## config.mk

```make
export PLATFORM = sky130hd
export DESIGN_NAME = reservation_table
export DESIGN_NICKNAME = d
export VERILOG_FILES = /design/src/rtl/lock_pkg.sv /design/src/rtl/reservation_entry.sv /design/src/rtl/reservation_table.sv
export SDC_FILE = /design/constraint.sdc
export NUM_CORES = 1
export LEC_CHECK = 0
export ABC_AREA = 1
export BUFFER_PORTS_ARGS = -buffer_cell sky130_fd_sc_hd__buf_4
export CORE_MARGIN = 3
export CORE_UTILIZATION = 45
export DETAILED_ROUTE_END_ITERATION = 16
export GPL_TIMING_DRIVEN = 0
export PLACE_DENSITY = 0.89
export RECOVER_POWER = 100
export SYNTH_ARGS = -nofsm -noshare
export SYNTH_HDL_FRONTEND = slang
export SYNTH_SLANG_ARGS = --single-unit
```

## constraint.sdc

```tcl
create_clock -name clk -period 1.6 [get_ports clk]
set_clock_uncertainty 0.15 [all_clocks]
set_input_delay 0.24 -clock clk [delete_from_list [all_inputs] [get_ports clk]]
set_output_delay 0.24 -clock clk [all_outputs]
set_load 0.01 [all_outputs]
```

## src/rtl/lock_pkg.sv

```systemverilog
// Shared definitions for the LR/SC reservation table: defaults, entry layout and
// the granule address-match helper.
package lock_pkg;

  localparam int unsigned DEF_NUM_HARTS  = 2;
  localparam int unsigned DEF_ADDR_WIDTH = 32;
  localparam int unsigned DEF_GRAN_BITS  = 2;
  localparam int unsigned DEF_TIMEOUT    = 1023;

  // Widest address the match helper accepts; narrower addresses are zero-extended.
  localparam int unsigned MAX_ADDR_WIDTH = 64;

  typedef logic [MAX_ADDR_WIDTH-1:0] addr_t;

  typedef struct packed {
    logic                      valid;
    logic [DEF_ADDR_WIDTH-1:0] addr;
  } lock_entry_t;

  // Equal in bits [addr_w-1:gran_bits]; everything else is ignored.
  function automatic logic gran_match(input addr_t a, input addr_t b,
                                      input int unsigned addr_w,
                                      input int unsigned gran_bits);
    logic m;
    m = 1'b1;
    for (int unsigned i = 0; i < MAX_ADDR_WIDTH; i++) begin
      if (i >= gran_bits && i < addr_w && a[i] != b[i]) m = 1'b0;
    end
    return m;
  endfunction

endpackage

```

## src/rtl/reservation_entry.sv

```systemverilog
// One hart's reservation: valid/addr/age with set-over-clear priority and
// timeout-driven expiry.
module reservation_entry
  import lock_pkg::*;
#(
  parameter int unsigned ADDR_WIDTH = DEF_ADDR_WIDTH,
  parameter int unsigned TIMEOUT    = DEF_TIMEOUT
) (
  input  logic                  clk,
  input  logic                  rst,
  input  logic                  i_set,
  input  logic [ADDR_WIDTH-1:0] i_set_addr,
  input  logic                  i_clr,
  output logic                  o_valid,
  output logic [ADDR_WIDTH-1:0] o_addr,
  output logic                  o_expire
);

  localparam int unsigned       AGE_W    = (TIMEOUT == 0) ? 1 : $clog2(TIMEOUT + 1);
  localparam logic [AGE_W-1:0]  AGE_MAX  = AGE_W'(TIMEOUT);
  localparam logic [AGE_W-1:0]  AGE_LAST = (TIMEOUT == 0) ? '0 : AGE_W'(TIMEOUT - 1);

  logic                  r_valid;
  logic [ADDR_WIDTH-1:0] r_addr;
  logic [AGE_W-1:0]      r_age;
  logic                  w_expire;

  assign w_expire = (TIMEOUT != 0) && r_valid && (r_age == AGE_LAST);

  always_ff @(posedge clk) begin
    if (rst) begin
      r_valid <= 1'b0;
      r_addr  <= '0;
      r_age   <= '0;
    end else if (i_set) begin
      r_valid <= 1'b1;
      r_addr  <= i_set_addr;
      r_age   <= '0;
    end else if (i_clr || w_expire) begin
      // address is kept on clear; only the valid bit drops
      r_valid <= 1'b0;
      r_age   <= '0;
    end else if (r_valid && r_age != AGE_MAX) begin
      r_age <= r_age + 1'b1;
    end
  end

  assign o_valid  = r_valid;
  assign o_addr   = r_addr;
  assign o_expire = w_expire;

endmodule

```

## src/rtl/reservation_table.sv

```systemverilog
// Per-hart LR reservations with SC arbitration and cross-hart snoop clears;
// SC results are registered one cycle after the request.
module reservation_table
  import lock_pkg::*;
#(
  parameter int unsigned NUM_HARTS  = DEF_NUM_HARTS,
  parameter int unsigned ADDR_WIDTH = DEF_ADDR_WIDTH,
  parameter int unsigned GRAN_BITS  = DEF_GRAN_BITS,
  parameter int unsigned TIMEOUT    = DEF_TIMEOUT
) (
  input  logic                              clk,
  input  logic                              rst,
  input  logic [NUM_HARTS-1:0]              lock_valid,
  input  logic [NUM_HARTS*ADDR_WIDTH-1:0]   lock_addr,
  input  logic [NUM_HARTS-1:0]              unlock,
  input  logic [NUM_HARTS-1:0]              sc_valid,
  input  logic [NUM_HARTS*ADDR_WIDTH-1:0]   sc_addr,
  input  logic [NUM_HARTS-1:0]              st_valid,
  input  logic [NUM_HARTS*ADDR_WIDTH-1:0]   st_addr,
  output logic [NUM_HARTS-1:0]              sc_resp_valid,
  output logic [NUM_HARTS-1:0]              sc_success,
  output logic [NUM_HARTS*(ADDR_WIDTH+1)-1:0] lock_entry
);

  logic [NUM_HARTS-1:0]  w_valid;
  logic [NUM_HARTS-1:0]  w_expire;
  logic [NUM_HARTS-1:0]  w_tent;
  logic [NUM_HARTS-1:0]  w_succ;
  logic [NUM_HARTS-1:0]  w_clr;
  logic [ADDR_WIDTH-1:0] w_addr     [NUM_HARTS];
  addr_t                 w_ent_addr [NUM_HARTS];
  addr_t                 w_sc_addr  [NUM_HARTS];
  addr_t                 w_st_addr  [NUM_HARTS];

  logic [NUM_HARTS-1:0]  r_sc_resp_valid;
  logic [NUM_HARTS-1:0]  r_sc_success;

  for (genvar g = 0; g < NUM_HARTS; g++) begin : g_hart
    reservation_entry #(
      .ADDR_WIDTH (ADDR_WIDTH),
      .TIMEOUT    (TIMEOUT)
    ) u_entry (
      .clk        (clk),
      .rst        (rst),
      .i_set      (lock_valid[g]),
      .i_set_addr (lock_addr[g*ADDR_WIDTH +: ADDR_WIDTH]),
      .i_clr      (w_clr[g]),
      .o_valid    (w_valid[g]),
      .o_addr     (w_addr[g]),
      .o_expire   (w_expire[g])
    );

    // widen once so every compare goes through the shared helper
    assign w_ent_addr[g] = addr_t'(w_addr[g]);
    assign w_sc_addr[g]  = addr_t'(sc_addr[g*ADDR_WIDTH +: ADDR_WIDTH]);
    assign w_st_addr[g]  = addr_t'(st_addr[g*ADDR_WIDTH +: ADDR_WIDTH]);

    assign lock_entry[g*(ADDR_WIDTH+1) +: (ADDR_WIDTH+1)] = {w_valid[g], w_addr[g]};
  end

  always_comb begin
    w_tent = '0;
    w_succ = '0;
    w_clr  = '0;
    for (int unsigned h = 0; h < NUM_HARTS; h++) begin
      w_tent[h] = sc_valid[h] && w_valid[h] &&
                  gran_match(w_sc_addr[h], w_ent_addr[h], ADDR_WIDTH, GRAN_BITS);
    end
    // lowest index wins among tentative SCs to the same granule
    for (int unsigned h = 0; h < NUM_HARTS; h++) begin
      w_succ[h] = w_tent[h];
      for (int unsigned j = 0; j < h; j++) begin
        if (w_tent[j] && gran_match(w_sc_addr[j], w_sc_addr[h], ADDR_WIDTH, GRAN_BITS))
          w_succ[h] = 1'b0;
      end
    end
    for (int unsigned h = 0; h < NUM_HARTS; h++) begin
      w_clr[h] = sc_valid[h] || unlock[h];
      for (int unsigned j = 0; j < NUM_HARTS; j++) begin
        if (j != h) begin
          if (w_succ[j] && gran_match(w_sc_addr[j], w_ent_addr[h], ADDR_WIDTH, GRAN_BITS))
            w_clr[h] = 1'b1;
          if (st_valid[j] && gran_match(w_st_addr[j], w_ent_addr[h], ADDR_WIDTH, GRAN_BITS))
            w_clr[h] = 1'b1;
        end
      end
    end
  end

  always_ff @(posedge clk) begin
    if (rst) begin
      r_sc_resp_valid <= '0;
      r_sc_success    <= '0;
    end else begin
      r_sc_resp_valid <= sc_valid;
      r_sc_success    <= w_succ;
    end
  end

  assign sc_resp_valid = r_sc_resp_valid;
  assign sc_success    = r_sc_success;

endmodule

```

# [After elaboration in Yosys (flattened, before gate mapping)]
# Cells that the tools add are included.
# W data, S select, Z words.
[classes] bitwise=0 n_mux=219 eq_ne=214 n_div=0 order_cmp=0 reduce_logical=21 mul=0 shifts=0 add_sub_neg=2
[op_table] op="$mux W1" n=219
[op_table] op="$ne A1 B1 Y1" n=210
[op_table] op="$add A10 B1 Y10 const B" n=2
[op_table] op="$eq A10 B10 Y1 const B" n=2
[op_table] op="$ne A10 B10 Y1 const B" n=2
[op_table] op="$logic_and A1 B1 Y1" n=13
[op_table] op="$reduce_or A3 Y1" n=2
[op_table] op="$logic_or A1 B1 Y1" n=4
[op_table] op="$reduce_bool A2 Y1" n=2
[word_totals] mem_bits_ro=0 n_memories=0 ram_bits=0 out_inout_bits=70 regBits=90 latchBits=0 in_bits=202 elab_cells=464

# [Depth between registers and ports, before layout]
# Gate-level depths: netlist (run 1).
[depth] word_depth=40 mapped_depth=12

# [Modules after synthesis]
# From an unflattened synthesis (run 1), not the netlist that was laid out.
[hier_totals] hier_cells=1179 hier_area_um2=6757.7
[by_module_without_submodules] mod="reservation_entry" seq_area_each_um2=860.8 cells_each=235 instances=2 area_each_um2=1752.9
[by_module_without_submodules] mod="reservation_table" seq_area_each_um2=80.1 cells_each=709 instances=1 area_each_um2=3251.9

# [Worst setup path before layout (run 1)]
# Ideal clock, no wire load.
[synth_timing] path_type="flip-flop to flip-flop" from="register g_hart[1].u_entry.r_addr[29]" to="register g_hart[0].u_entry.r_age[9]" setup_slack_ps=13 setup_ps=115 stages_incl_launch_ff=12 t_arrival_ps=1322 required_time_ps=1335 path_buffers=0 synth_period_minus_slack_ps=1587 path_cell_list="dfxtp_1 > inv_1 > nand2_1 > nand2_1 > nor3_1 > nand2_1 > nor2_1 > nand2_1 > nor2_1 > nand3_2 > nand2_4 > nor2_1"
[synth_between] elab_chain_len=11
[synth_lines] element="start, declared" line_no="reservation_entry.sv:24" text="logic [ADDR_WIDTH-1:0] r_addr;"
[synth_lines] element="start signal, assigned" line_no="reservation_entry.sv:37" text="r_addr <= i_set_addr;"
[synth_lines] element="$ne A1 B1 Y1" line_no="lock_pkg.sv:27" text="if (i >= gran_bits && i < addr_w && a[i] != b[i]) m = 1'b0;"
[synth_lines] element="$mux W1 (3 in series)" line_no="lock_pkg.sv:27"
[synth_lines] element="$logic_and A1 B1 Y1" line_no="reservation_table.sv:66" text="w_tent[h] = sc_valid[h] && w_valid[h] &&"
[synth_lines] element="$mux W1" line_no="reservation_table.sv:73" text="if (w_tent[j] && gran_match(w_sc_addr[j], w_sc_addr[h], ADDR_WIDTH, GRAN_BITS))"
[synth_lines] element="$logic_and A1 B1 Y1" line_no="reservation_table.sv:81" text="if (w_succ[j] && gran_match(w_sc_addr[j], w_ent_addr[h], ADDR_WIDTH, GRAN_BITS))"
[synth_lines] element="$mux W1" line_no="reservation_table.sv:81"
[synth_lines] element="$mux W1" line_no="reservation_table.sv:83" text="if (st_valid[j] && gran_match(w_st_addr[j], w_ent_addr[h], ADDR_WIDTH, GRAN_BITS))"
[synth_lines] element="$logic_or A1 B1 Y1" line_no="reservation_entry.sv:39" text="end else if (i_clr || w_expire) begin"
[synth_lines] element="$reduce_or A3 Y1 (no source line)"
[synth_lines] element="end signal, assigned" line_no="reservation_entry.sv:44" text="r_age <= r_age + 1'b1;"
[synth_lines] element="end, declared" line_no="reservation_entry.sv:25" text="logic [AGE_W-1:0] r_age;"
# No other way between the ends.
# A chain may end at the register's enable or synchronous reset.

# [Final worst setup path (run 1)]
[layout_timing] from="register g_hart[1].u_entry.r_addr[28]" to="register g_hart[1].u_entry.r_age[5]"
[layout_between] elab_chain_len=10 word_cells_on_any_way=16 classes_between="eq/ne (2); mux (10); reduce/logical (4)"
[layout_lines] element="$ne A1 B1 Y1" line_no="lock_pkg.sv:27"
[layout_lines] element="$mux W1 (4 in series)" line_no="lock_pkg.sv:27"
[layout_lines] element="$logic_and A1 B1 Y1" line_no="reservation_table.sv:81"
[layout_lines] element="$mux W1" line_no="reservation_table.sv:81"
[layout_lines] element="$mux W1 (*)" line_no="reservation_table.sv:83"
[layout_lines] element="$logic_or A1 B1 Y1 (*)" line_no="reservation_entry.sv:39"
[layout_lines] element="$reduce_or A3 Y1 (no source line) (*)"
[layout_lines] element="end signal, assigned" line_no="reservation_entry.sv:44"
[layout_lines] element="end, declared" line_no="reservation_entry.sv:25"
# Mark *: on every way between the ends. The rest lies on a longest branch, timed or not.

==> results of run 1 <==
## path summary, 6_finish.rpt
| kind | start | endpoint | slack [ps] | depth (start not counted) |
|---|---|---|---|---|
| min reg2reg | g_hart[0].u_entry.o_addr[1] | g_hart[0].u_entry.o_addr[1] | 350 | 2 |
| max | g_hart[1].u_entry.o_addr[28] | g_hart[1].u_entry.r_age[5] | -190 | 9 |
| max reg2reg | g_hart[1].u_entry.o_addr[28] | g_hart[1].u_entry.r_age[5] | -190 | 9 |
| min | lock_addr[35] | g_hart[1].u_entry.o_addr[3] | 20 | 3 |
## layout by cell type (no fill, tap or decap), types with 10 or more instances in the layout
cell type,n
sky130_fd_sc_hd__a21oi_1,50
sky130_fd_sc_hd__buf_4,283
sky130_fd_sc_hd__clkbuf_1,27
sky130_fd_sc_hd__dfxtp_1,31
sky130_fd_sc_hd__dfxtp_2,21
sky130_fd_sc_hd__dfxtp_4,38
sky130_fd_sc_hd__dlygate4sd3_1,23
sky130_fd_sc_hd__inv_1,128
sky130_fd_sc_hd__inv_2,28
sky130_fd_sc_hd__nand2_1,296
sky130_fd_sc_hd__nand2_2,22
sky130_fd_sc_hd__nand4_1,19
sky130_fd_sc_hd__nor2_1,155
sky130_fd_sc_hd__nor2_2,21
sky130_fd_sc_hd__nor2_4,10
sky130_fd_sc_hd__o21ai_0,104
sky130_fd_sc_hd__o22ai_1,13
sky130_fd_sc_hd__xnor2_1,51
sky130_fd_sc_hd__xor2_1,42
## cell usage after synthesis (4+ instances only)
master and number:
sky130_fd_sc_hd__xnor2_1 56, sky130_fd_sc_hd__nor2_1 183, sky130_fd_sc_hd__dfxtp_1 90, sky130_fd_sc_hd__nand4_1 19, sky130_fd_sc_hd__nand3_2 5, sky130_fd_sc_hd__inv_1 159, sky130_fd_sc_hd__o22ai_1 14, sky130_fd_sc_hd__nand3_1 11
sky130_fd_sc_hd__o21ai_0 112, sky130_fd_sc_hd__a21oi_1 50, sky130_fd_sc_hd__nor3_1 10, sky130_fd_sc_hd__nand2_1 318, sky130_fd_sc_hd__xor2_1 42, sky130_fd_sc_hd__clkbuf_1 19, sky130_fd_sc_hd__ha_1 4, sky130_fd_sc_hd__nand2_2 4
sky130_fd_sc_hd__inv_2 5
## power by group
group,internal (mW),switching [mW]
Sequential,2.35,0.220
Clock,1.36,0.911
Combinational,0.982,1.06
Total,4.69,2.19
## flip-flops by register name, indices dropped and copies added (netlist names)
register and cells:
sc_success 2, g_hart.u_entry.o_valid 2, sc_resp_valid 2, g_hart.u_entry.o_addr 64
g_hart.u_entry.r_age 20
## area by class of cell
class | count | area [um2] | area share, %
plain buffers | 22 | 101 | 0.995
inverters | 165 | 644 | 6.32
repair buffers | 320 | 2460 | 24.1
multi-input cells | 846 | 4480 | 44.0
well taps | 180 | 225 | 2.21
flip-flops and latches | 90 | 1970 | 19.3
clock inverters | 5 | 80.1 | 0.786
clock buffers | 10 | 229 | 2.25
## layer usage
metal	GRT usage (%)	vias up
met4	17.2	0
met5	0	-
met2	56.7	545
met1	42.5	3912
met3	6.86	96
li1	-	4165
## tightest hold or removal path, delay by kind of cell
kind            cells  cell delay [ps]
buf+inv             1               70
compound gates      2              170
## kinds of logic after synthesis
logic type	count (synthesis)	share of synthesized area (%)
xor+xnor	98	13.0
compound gates	183	14.3
fa+ha+maj	4	0.755
flops	90	27.2
buf+inv	187	10.9
simple gates	559	34.0
## stage by stage
step                      area [um2]  utilization [%]  TNS, ps
after floorplan                 6630                -        0
after global placement          8830             62.4   -20480
after detailed placement        8830             62.4   -20810
after CTS                       9740             68.8    -2310
after global routing           10200             72.0    -4550
final                          10200             72.0    -3280
## timing repair
action	CTS	global route
setup buffers	9	25
hold buffers	23	0
endpoints found under the hold margin	20	0
pin swaps	16	62
gates resized for setup	129	123
gates cloned	2	0
setup endpoints to repair	40	24
==> impl_summary.txt, run 1 <==
----------------------------------------------------
[Status]
  Result of the run ... complete, but fails checks
  Violations in the final reports ... setup timing

[GRT]
  Antenna violations before repair ... 0
  Overall overflow remaining after global route ... 0
  Pin count of the biggest net entering global routing ... 15
  Gr usage total ... 34.3%
  Vias in the first global route ... 8,019
  First-pass GRT wire length ... 42.9 mm

[Clock tree]
  Clock Latency Late Sink ... 360 ps
  Clock buffers created by TritonCTS ... 9
  Clock Path Buffers ... 2
  Clock slew at reported path FFs ... 60 ps
  Clock root buffer ... sky130_fd_sc_hd__clkbuf_16
  H-Tree Depth ... 3
  CTS tree ... done
  Sinks on the clock net ... 90

[STA]
  Worst max-slew margin expressed relative to the limit ... 61.6%
  Post-route setup slack ... -191 ps
  Final critical delay including setup and external delays ... 1790 ps
  Fmax ... 558 MHz
  Count of pins over their slew limit ... 0
  Post-Route Hold Slack ... 24.7 ps
  Number of endpoints failing setup at the final stage ... 24
  Fin crit share ... 112%
  Number of hold violations in the final report ... 0
  Slew of the pin with the lowest slew margin ... 577 ps
  Setup repair after global routing missed its margin ... true

[Route]
  Detail Route met3 WL ... 3.21 mm
  Total Wirelength ... 29.9 mm
  Post-route DRC violation count ... 0
  Post-DR vias/cell ... 5.32
  Top routing layer in use ... met4
  Final routed wire length divided by cell count ... 18.3 um
  Met2 Wirelength ... 14.1 mm
  Residual antenna-violating net count after detailed routing ... 0
  DR iter-0 viols ... 840
  DR vias ... 8,718
  Router iterations before antenna repair ... 5
  Metal-1 WL ... 11.3 mm

[Place]
  Count of input and output buffers ... 263
  Post-placement cell count ... 1,564
  Worst setup slack before clock tree synthesis ... -449 ps
  HPWL after DPL ... 23.2 mm
  RePlAce Congestion ... 0.995

[Synthesis]
  Dominant synthesized flop cell ... sky130_fd_sc_hd__dfxtp_1
  Post-Syn Instances ... 1,121
  Synth Cell Area ... 0.00663 mm2
  Synth top area share ... 27.2%
  Biggest area consumer among synthesized cells ... sky130_fd_sc_hd__dfxtp_1
  Yosys warnings ... 0
  Register bit total from synthesis ... 90
  Synth cell types ... 28
  Number of flops mapped to enable cells by yosys ... 0
  Synthesized area divided by synthesized cell count ... 5.91 um2
  Cell types occupying the most area after synthesis ... sky130_fd_sc_hd__dfxtp_1, sky130_fd_sc_hd__nand2_1, sky130_fd_sc_hd__nor2_1
  Fraction of synthesis flops using an asynchronous set or reset pin ... 0%
  Number of nets in the synthesized netlist ... 1,327
  Seq/Total Area, Yosys ... 27.2%

[Die]
  Std-Cell Rows ... 43
  Starting Density ... 46.8%
  Core region area ... 0.0141 mm2
  Die Y-Extent ... 127 um
  Number of top-level design ports ... 272
  Overall die area ... 0.0162 mm2
  Die W ... 127 um

[Critical path]
  Most frequent cell on the critical path ... sky130_fd_sc_hd__nand2_8
  Critical path buffers and inverters ... 1
  Critical path start-end classification ... reg2reg
  Crit-path cells ... buf_4 > xnor2_2 > nand4_1 > nor2_2 > nand2_2 > nor2_4 > nand2_8 > nand2_8 > nor2_1
  Slowest Stage Delay on Critical Path ... 430 ps
  Arr. time, crit path ... 1890 ps
  Max FO, Critical Path ... 5
  Capturing element type of the critical path ... flip-flop
  CP startpoint kind ... flip-flop
  Req. time, crit path ... 1700 ps
  Cell family with most CP delay ... simple AND/OR/NAND/NOR gates
  Slowest cell on the critical path ... sky130_fd_sc_hd__dfxtp_1

[Final layout]
  Layout cell share with drive strength beyond 1 ... 33.5%
  Final Instance Count excl. Fillers ... 1,638
  Antenna cells ... 0
  Area added between synthesis and finish ... 53.7%
  Number of fill cells ... 1,219
  Nets@finish ... 1,660

[Pwr]
  Total power ... 6.88 mW
  Power density over cell area ... 676 mW/mm2
  Worst VDD drop ... 689 uV
  Leak pwr ... 4.82 nW

[Flow run]
  Maxcap violations ... 0

[Worst hold path]
  Hold crit path type ... in2reg

----------------------------------------------------
Note: power is estimated with default switching activity, not from simulation.
==> inputs of run 2 (changes only) <==
ABC_CLOCK_PERIOD_IN_PS = 1600   (was default)
PLACE_DENSITY = 0.9   (was 0.89)
==> run 2 against run 1 <==
Against the previous run:
- the run still ends with setup timing left
- final area decreased by 0.86%
- global-route usage is 1.5 points higher
- sequential share of layout area is 0.17 points higher
- wire length fell by 0.33%
- clock power is 8.8% higher
- highest routed layer is now met5
==> impl_summary.txt, run 2 (same netlist as run 1, synthesis figures left out) <==
----------------------------------------------------
[Critical path]
  Arr. time, crit path ... 1870 ps (was 1890 ps)
  Critical path start-end classification ... reg2reg (unchanged)
  Max FO, Critical Path ... 5 (unchanged)
  Req. time, crit path ... 1710 ps (was 1700 ps)
  CP startpoint kind ... flip-flop (unchanged)
  Capturing element type of the critical path ... flip-flop (unchanged)

[Clock tree]
  Clock buffers created by TritonCTS ... 9 (unchanged)
  H-Tree Depth ... 3 (unchanged)
  CTS tree ... done (unchanged)
  Clock slew at reported path FFs ... 70 ps (was 60 ps)
  Clock Path Buffers ... 2 (unchanged)
  Clock root buffer ... sky130_fd_sc_hd__clkbuf_16 (unchanged)
  Sinks on the clock net ... 90 (unchanged)
  Clock Latency Late Sink ... 360 ps (about the same)

[Final layout]
  Antenna cells ... 0 (unchanged)
  Final Instance Count excl. Fillers ... 1,635 (was 1,638)
  Largest register FFs ... 64 (unchanged)
  Top library cells by usage in the layout, fill and taps aside ... sky130_fd_sc_hd__nand2_1, sky130_fd_sc_hd__buf_4, sky130_fd_sc_hd__nor2_1, sky130_fd_sc_hd__inv_1, sky130_fd_sc_hd__o21ai_0 (unchanged)
  Leading cell type in the layout, fill and taps excluded ... sky130_fd_sc_hd__nand2_1 (unchanged)
  Nets@finish ... 1,656 (was 1,660)
  Layout cell share with drive strength beyond 1 ... 32.9% (was 33.5%)
  Area added between synthesis and finish ... 52.4% (was 53.7%)

[Die]
  Die W ... 127 um (unchanged)
  Std-Cell Rows ... 43 (unchanged)
  Number of top-level design ports ... 272 (unchanged)
  Starting Density ... 46.8% (unchanged)
  Overall die area ... 0.0162 mm2 (unchanged)
  Core region area ... 0.0141 mm2 (unchanged)
  Die Y-Extent ... 127 um (unchanged)

[GRT]
  Antenna violations before repair ... 1 (was 0)
  Vias in the first global route ... 8,409 (was 8,019)
  Overall overflow remaining after global route ... 0 (unchanged)
  Pin count of the biggest net entering global routing ... 16 (was 15)
  First-pass GRT wire length ... 44.8 mm (was 42.9 mm)
  Gr usage total ... 35.8% (was 34.3%)

[STA]
  Number of hold violations in the final report ... 0 (unchanged)
  Fmax ... 567 MHz (was 558 MHz)
  Setup TNS after final layout ... -2600 ps (was -3280 ps)
  Slew of the pin with the lowest slew margin ... 656 ps (was 577 ps)
  Final critical delay including setup and external delays ... 1760 ps (was 1790 ps)
  Setup repair after global routing missed its margin ... true (unchanged)
  Count of pins over their slew limit ... 0 (unchanged)
  Post-route setup slack ... -164 ps (was -191 ps)
  Fin crit share ... 110% (was 112%)
  Number of endpoints failing setup at the final stage ... 23 (was 24)
  Worst max-slew margin expressed relative to the limit ... 56.3% (was 61.6%)

[Place]
  Count of input and output buffers ... 263 (unchanged)
  Post-placement cell count ... 1,564 (unchanged)
  HPWL after DPL ... 23.3 mm (was 23.2 mm)
  RePlAce Congestion ... 1.04 (was 0.995)

[Status]
  Result of the run ... complete, but fails checks (unchanged)
  Violations in the final reports ... setup timing (unchanged)

[Route]
  Router iterations before antenna repair ... 7 (was 5)
  Final routed wire length divided by cell count ... 18.3 um (about the same)
  Total Wirelength ... 29.8 mm (was 29.9 mm)
  Post-DR vias/cell ... 5.31 (was 5.32)
  DR vias ... 8,685 (was 8,718)
  DR iter-0 viols ... 905 (was 840)
  Residual antenna-violating net count after detailed routing ... 0 (unchanged)
  Post-route DRC violation count ... 0 (unchanged)

[Worst hold path]
  Hold crit path type ... in2reg (unchanged)

[Pwr]
  Worst VDD drop ... 433 uV (was 689 uV)
  Total power ... 7.04 mW (was 6.88 mW)
  Power density over cell area ... 697 mW/mm2 (was 676 mW/mm2)
  Leak pwr ... 4.81 nW (was 4.82 nW)

[Flow run]
  Maxcap violations ... 0 (unchanged)

----------------------------------------------------
==> run 2: cell types whose count changed in the layout (fill, tap and decap cells not counted), sizes merged <==
cell	change
clkbuf	-5
clkinv	+2
clkinvlp	-2
buf	+1
bufinv	+1
dlygate4sd3	-1
inv	+1
==> run 2: area by class of cell <==
type	instances	area, um2
buffer	22	101
clock buffer	9	225
clock inverter	7	116
fill	1221	4050
inverter	165	639
multi-input combinational	846	4420
sequential	90	1970
tap	180	225
timing repair buffer	316	2400
==> run 2: final timing paths <==
kind | depth (start not counted) | endpoint | slack (ps) | startpoint
min | 3 | g_hart[1].u_entry.o_addr[2] | 20 | lock_addr[34]
max reg2reg | 9 | g_hart[0].u_entry.r_age[7] | -160 | g_hart[0].u_entry.o_addr[22]
max | 9 | g_hart[0].u_entry.r_age[7] | -160 | g_hart[0].u_entry.o_addr[22]
min reg2reg | 2 | g_hart[0].u_entry.o_addr[22] | 360 | g_hart[0].u_entry.o_addr[22]
==> run 2: metrics by stage <==
stage | util, % | hold slack (ps) | worst slack (ps) | area [um2]
final | 71.4 | 16.4 | -164 | 10100
after detailed placement | 62.4 | 316 | -445 | 8830
after floorplan | - | 161 | 13.0 | 6630
after global placement | 62.4 | 308 | -395 | 8830
after CTS | 70.1 | 13.5 | -91.3 | 9910
after global routing | 71.4 | 33.8 | -217 | 10100
==> run 2: timing repair <==
item / in CTS / in global routing
endpoints found under the hold margin: 21 / 0
gates resized for setup: 170 / 48
pin swaps: 27 / 36
setup buffers: 18 / 13
hold buffers: 22 / 0
setup endpoints to repair: 32 / 33
gates cloned: 2 / 0
==> run 2: critical path, stage by stage, from the launching register on <==
cell and delay, ps:
sky130_fd_sc_hd__dfxtp_4 360, sky130_fd_sc_hd__buf_4 150, sky130_fd_sc_hd__xnor2_2 240, sky130_fd_sc_hd__nand3_1 110
sky130_fd_sc_hd__nor2_1 130, sky130_fd_sc_hd__nand2_1 110, sky130_fd_sc_hd__nor2_4 150, sky130_fd_sc_hd__nor2_4 70
sky130_fd_sc_hd__nand2_4 140, sky130_fd_sc_hd__nor2_1 50
==> run 2: per-layer routing <==
metal  GRT usage [%]  wire length [um]  vias to the layer above
li1                -                 -                     4158
met1            42.9             11100                     3885
met3            8.49              3160                      112
met2            60.0             14100                      528
met5               0                 7                        -
met4            17.4              1490                        2
==> run 2: where the power goes <==
part           internal (mW)  switching, mW  leakage, nW  total [mW]
Combinational          0.957           1.03         3.87        1.99
Sequential              2.36          0.222        0.775        2.58
Clock                   1.53          0.941        0.171        2.47
